## src/rtl/text_buf_writer.sv

```systemverilog
// text_buf_writer: turns an ASCII byte stream into char-buffer RAM writes (cursor, CR/LF/BS/FF, wrap, row pre-clear); ports: in_valid/in_data/in_ready stream in, wr_en/wr_addr/wr_data RAM write, cur_col/cur_row cursor
module text_buf_writer #(
  parameter int COLS = 80,
  parameter int ROWS = 30,
  parameter int ADDR_W = 12,
  parameter int COL_W = $clog2(COLS),
  parameter int ROW_W = $clog2(ROWS)
) (
  input  logic              clk,
  input  logic              rst,
  input  logic              in_valid,
  input  logic [7:0]        in_data,
  output logic              in_ready,
  output logic              wr_en,
  output logic [ADDR_W-1:0] wr_addr,
  output logic [7:0]        wr_data,
  output logic [COL_W-1:0]  cur_col,
  output logic [ROW_W-1:0]  cur_row
);
  localparam int CNT_W = ADDR_W + 1;
  typedef enum logic [1:0] {CLR_ALL, IDLE, CLR_LINE} state_t;
  state_t state, state_n;
  logic [CNT_W-1:0] cnt, cnt_n;
  logic [COL_W-1:0] col_n;
  logic [ROW_W-1:0] row_n;
  logic [ADDR_W-1:0] addr_n, row_base;
  logic [7:0] data_n;
  logic we_n, rdy_n, adv, printable, eol, last_row;
  assign row_base = ADDR_W'(cur_row) * ADDR_W'(COLS);
  assign printable = in_data >= 8'h20 && in_data <= 8'h7e;
  assign eol = cur_col == COL_W'(COLS - 1);
  assign last_row = cur_row == ROW_W'(ROWS - 1);
  always_comb begin
    state_n = state;
    cnt_n = cnt;
    col_n = cur_col;
    row_n = cur_row;
    addr_n = wr_addr;
    data_n = wr_data;
    we_n = 1'b0;
    rdy_n = in_ready;
    adv = 1'b0;
    case (state)
      CLR_ALL:
        if (cnt == CNT_W'(COLS * ROWS)) begin
          state_n = IDLE;
          rdy_n = 1'b1;
          cnt_n = '0;
        end else begin
          we_n = 1'b1;
          addr_n = ADDR_W'(cnt);
          data_n = 8'h20;
          cnt_n = cnt + CNT_W'(1);
        end
      CLR_LINE:
        if (cnt == CNT_W'(COLS)) begin
          state_n = IDLE;
          rdy_n = 1'b1;
          cnt_n = '0;
        end else begin
          we_n = 1'b1;
          addr_n = row_base + ADDR_W'(cnt);
          data_n = 8'h20;
          cnt_n = cnt + CNT_W'(1);
        end
      IDLE:
        if (in_valid) begin
          if (printable) begin
            we_n = 1'b1;
            addr_n = row_base + ADDR_W'(cur_col);
            data_n = in_data;
            col_n = eol ? '0 : cur_col + COL_W'(1);
            adv = eol;
          end else if (in_data == 8'h0d) begin
            col_n = '0;
          end else if (in_data == 8'h0a) begin
            col_n = '0;
            adv = 1'b1;
          end else if (in_data == 8'h08 && cur_col != '0) begin
            col_n = cur_col - COL_W'(1);
            we_n = 1'b1;
            addr_n = row_base + ADDR_W'(cur_col) - ADDR_W'(1);
            data_n = 8'h20;
          end else if (in_data == 8'h0c) begin
            col_n = '0;
            row_n = '0;
            state_n = CLR_ALL;
            rdy_n = 1'b0;
          end
          if (adv) begin
            row_n = last_row ? '0 : cur_row + ROW_W'(1);
            state_n = CLR_LINE;
            rdy_n = 1'b0;
          end
        end
      default: begin
        state_n = CLR_ALL;
        cnt_n = '0;
        rdy_n = 1'b0;
      end
    endcase
  end
  always_ff @(posedge clk or posedge rst)
    if (rst) begin
      state <= CLR_ALL;
      cnt <= '0;
      cur_col <= '0;
      cur_row <= '0;
      wr_en <= 1'b0;
      wr_addr <= '0;
      wr_data <= 8'h20;
      in_ready <= 1'b0;
    end else begin
      state <= state_n;
      cnt <= cnt_n;
      cur_col <= col_n;
      cur_row <= row_n;
      wr_en <= we_n;
      wr_addr <= addr_n;
      wr_data <= data_n;
      in_ready <= rdy_n;
    end
endmodule

```

## config.mk

```make
export PLATFORM = sky130hd
export DESIGN_NAME = text_buf_writer
export DESIGN_NICKNAME = d
export VERILOG_FILES = /design/src/rtl/text_buf_writer.sv
export SDC_FILE = /design/constraint.sdc
export NUM_CORES = 1
export LEC_CHECK = 0
export BUFFER_PORTS_ARGS = -buffer_cell sky130_fd_sc_hd__buf_2
export CAP_MARGIN = 15
export CORE_MARGIN = 10
export CORE_UTILIZATION = 50
export DETAILED_ROUTE_END_ITERATION = 8
export HOLD_SLACK_MARGIN = 0.12
export PLACE_DENSITY = 0.73
export SLEW_MARGIN = 25
export SYNTH_ARGS = -nofsm -noshare
export SYNTH_HDL_FRONTEND = slang
export SYNTH_SLANG_ARGS = --single-unit
```

## constraint.sdc

```tcl
create_clock -name clk -period 2.87 [get_ports clk]
set_input_delay 0.574 -clock clk [delete_from_list [all_inputs] [get_ports clk]]
set_output_delay 0.574 -clock clk [all_outputs]
set_load 0.005 [all_outputs]
```

==> summary.md <==
| Metric | Value |
|---|---|
| Critical path arrival | between 3 and 4 ns |
| R2R setup slack | slightly above 0.005 ns |
| Largest net degree at the start of global routing | 25 |
| Clock power share | roughly 38% |
| Reg power frac | about 57% |
| Die footprint | approximately 0.011 mm^2 |
| Fin. max-slew vios | 0 |
| Crit path to | wr_addr[11] |
| Site Rows | 31 |
| H-tree depth | 2 |
| Synth area leaders | dfrtp_1 32%, ha_1 8.8%, xnor2_1 4.7% |
| Core area | between 0.007 and 0.008 mm^2 |
| CP max FO | 7 |
| R2R Path Start | cur_row[3] |
| Max Cap Violations | 0 |
| Tot Pwr | roughly 0.0012 W |
| Leading cell type in the layout, fill and taps excluded | dfrtp_1 |
| Crit path required time | between 3 and 4 ns |
| Sequential share of the synthesized area | 32.41% |
| Synth area leader | dfrtp_1 |
| IO buf count | 44 |
| DRT iter0 DRCs | around 270 |
| I/O pin count | 45 |
| Share of cells above drive strength 1 | 24.06% |
| Final hold violations | 0 |
| Tmin final | ~2.9 ns |
| Cell mode on critical path | ha_4 |
| Area added between synthesis and finish | 20.37% |
| Highest clock rate | roughly 350 MHz |
| Critical path's top delay family | compound AO/OA/AOI/OAI gates |
| Clock-pin slew on the worst setup and hold paths | around 0.1 ns |
| Final number of setup-violating endpoints | 0 |
| Global-route usage over all layers | 17.66% |
| N_diodes | 0 |
| Synth top area share | approximately a third |
| Crit. End Element | flop |
| Gate power share | 4.8% |
| Worst Hold Class | input pin to asynchronous set/reset pin |
| Synthesized cell area | 0.003710 mm^2 |
| Util after Layout | 61.90% |
| Unrepaired setup endpoints after global routing | yes |
| Max-slew headroom | 44.95% |
| Final period util | around 100% |
| Pint | between 0.0008 and 0.0009 W |
| Number of enable-type register cells in the synthesized netlist | 0 |
| Maximum VDD drop | 0.1712 mV |
| Starting Density | between 50% and 60% |
| Mapped Nets | between 400 and 500 |
| Root buffer cell | clkbuf_8 |
| CP max stage cell | fa_2 |
| GRT overflow | 0 |
| Nets | between 500 and 600 |
| FFs w/ async S/R, synth | 100.0% |
| Bufs on Longest Clock Path | 2 |
| Total negative setup slack | 0 ns |
| Via count | 3514 |
| CTS tree | yes |
| CTS sink count | 48 |
| Crit path depth | 10 |
| Worst path bufs/invs | 0 |
| Synth cell types | 64 |
| Critical Setup Path Class | flop to flop |
| Antenna-violating nets left | 0 |
| Skew-Pair Late Insertion Delay | a little over 0.3 ns |
| DP Wirelength | about 7600 um |
| Antenna violations before repair | 0 |
| Leakage | 1.956 nW |
| P per Cell Area | around 260 mW/mm^2 |
| Avg WL per Cell | about 17 um |
| CP startpoint kind | flop |
| Syn Area/Cell | between 8 and 9 um^2 |
| First-pass GRT wire length | 16790 um |
| Vias per cell | slightly below 6 |
| CP startpoint | cur_row[3] |
| # DRC | 0 |
| #FFs+latches synth | 48 |
| Warnings from Yosys | 0 |
| Vias in the first global route | around 3400 |
| Chain of cells forming the critical path | ha_4 -> ha_4 -> fa_2 -> and3_4 -> a41oi_4 -> nand2_2 -> a2bb2oi_2 -> o221a_2 -> a2111oi_4 -> o22ai_1 |
| Post-Route Skew | about 0.0056 ns |
| Total CTS buffers | 5 |
| Ys flop type | dfrtp_1 |
| Post-Syn Instances | around 440 |
| Worst reg2reg endpoint | wr_addr[11] |
| Routed WL | approximately 10000 um |
| DIE HEIGHT | between 100 and 150 um |
| Most frequent cells in the layout | 46 x dfrtp_1, 44 x buf_2, 40 x nor2_1, 39 x nand2_1, 32 x o21ai_0 |
| Die Wd | ~110 um |
| Least-Margin Pin Slew | about 0.82 ns |
| Drt pass-1 iters | 4 |
| Sw Pwr | 0.0002898 W |
| R2R depth | 10 |
| Sw frac | roughly a quarter |
| Status | finished, final reports clean |
| Critical path's largest stage delay | approximately 0.55 ns |
| GPL Wtd Cong | slightly above 0.9 |
| Cts-stage hold buffer count | 0 |
==> cells in the mapped netlist (2+ instances only) <==
cell type and instances:
dfrtp_1 47, nor2_1 41, nand2_1 40, o21ai_0 34
a21oi_1 31, ha_1 26, inv_1 26, nand3_1 24
xnor2_1 20, nor3_1 19, clkbuf_1 9, xor2_1 8
nor2b_1 7, a21o_1 6, nand2b_1 6, a31oi_1 5
and3_1 5, a21oi_2 4, a221oi_1 4, nand4_1 4
o22ai_1 4, and2_1 3, fa_1 3, mux2_2 3
nor4_1 3, nor4b_1 3, o211ai_1 3, o21ai_1 3
o41ai_1 3, a2bb2oi_1 2, buf_2 2, buf_4 2
nand3b_1 2, nor3b_1 2, o221ai_1 2, o22a_1 2
o22ai_2 2, o31ai_1 2
==> through the flow <==
step	std cells	hold slack (ns)	area (um^2)	setup WS (ns)
final	602	0.2790	4466	0.005175
after global routing	602	0.3191	4466	-0.04636
after CTS	601	0.2911	4409	0.008437
after detailed placement	592	0.4814	4254	-0.05043
after global placement	592	0.4814	4254	0.01129
after floorplan	438	0.4880	3767	0.008494
==> what timing repair did <==
action | 4_1_cts | 5_1_grt
gates resized for setup | 8 | 11
pin swaps | 8 | 14
endpoints found under the setup margin | 2 | 4
setup buffers | 1 | 1
==> final cells by class <==
class | count | area (um^2)
fillers | 640 | 2749
inverters | 26 | 97.59
repair buffers | 71 | 447.9
flip-flops and latches | 48 | 1204
well taps | 99 | 123.9
clock buffers | 6 | 82.58
multi-input cells | 350 | 2496
clock inverters | 2 | 13.76
==> layer usage <==
metal / wire [um] / track usage (%) / up-vias
met2: 4820 / 29.11 / 89
met1: 4510 / 22.91 / 1702
met5: 0 / 0 / -
li1: - / - / 1708
met3: 537 / 3.140 / 15
met4: 165 / 5.706 / 0
==> flip-flops by register name, summed over array words and instances (netlist names) <==
register / count
cnt: 13
cur_col: 7
cur_row: 5
state: 2
wr_addr: 12
wr_data: 8
wr_en: 1
==> cells by family (layout without fill, tap and decap cells) <==
family | after synthesis | count (layout) | synth area share, %
buffers and inverters | 40 | 105 | 4.519
AO/OA/AOI/OAI | 125 | 125 | 22.73
adder cells (fa/ha/maj) | 29 | 29 | 10.39
multiplexers | 3 | 3 | 0.9106
AND/OR/NAND/NOR | 164 | 164 | 21.82
flip-flops | 48 | 48 | 32.41
XOR/XNOR | 29 | 29 | 7.218
==> power by group through the flow <==
| stage | sequential [W] | clock, W | combinational (W) |
|---|---|---|---|
| global placement | 0.000689 | 0 | 0.0000554 |
| finish | 0.000676 | 0.000448 | 0.0000572 |
| CTS | 0.000676 | 0.000457 | 0.0000573 |
| floorplan | 0.000689 | 0 | 0.0000315 |
| detailed placement | 0.000689 | 0 | 0.0000569 |
| global route | 0.000676 | 0.000479 | 0.0000641 |
==> worst min-delay path by stage <==
stage / from / endpoint / slack, ns / cells past startpoint
after floorplan: wr_data[7] / wr_data[7] / 0.49 / 1
after global placement: wr_data[7] / wr_data[7] / 0.48 / 1
after detailed placement: wr_data[7] / wr_data[7] / 0.48 / 1
after CTS: rst / cnt[9] / 0.29 / 2
after global routing: rst / wr_addr[0] / 0.32 / 2
final: rst / wr_addr[1] / 0.28 / 2
Power figures use the tool's default switching activity.
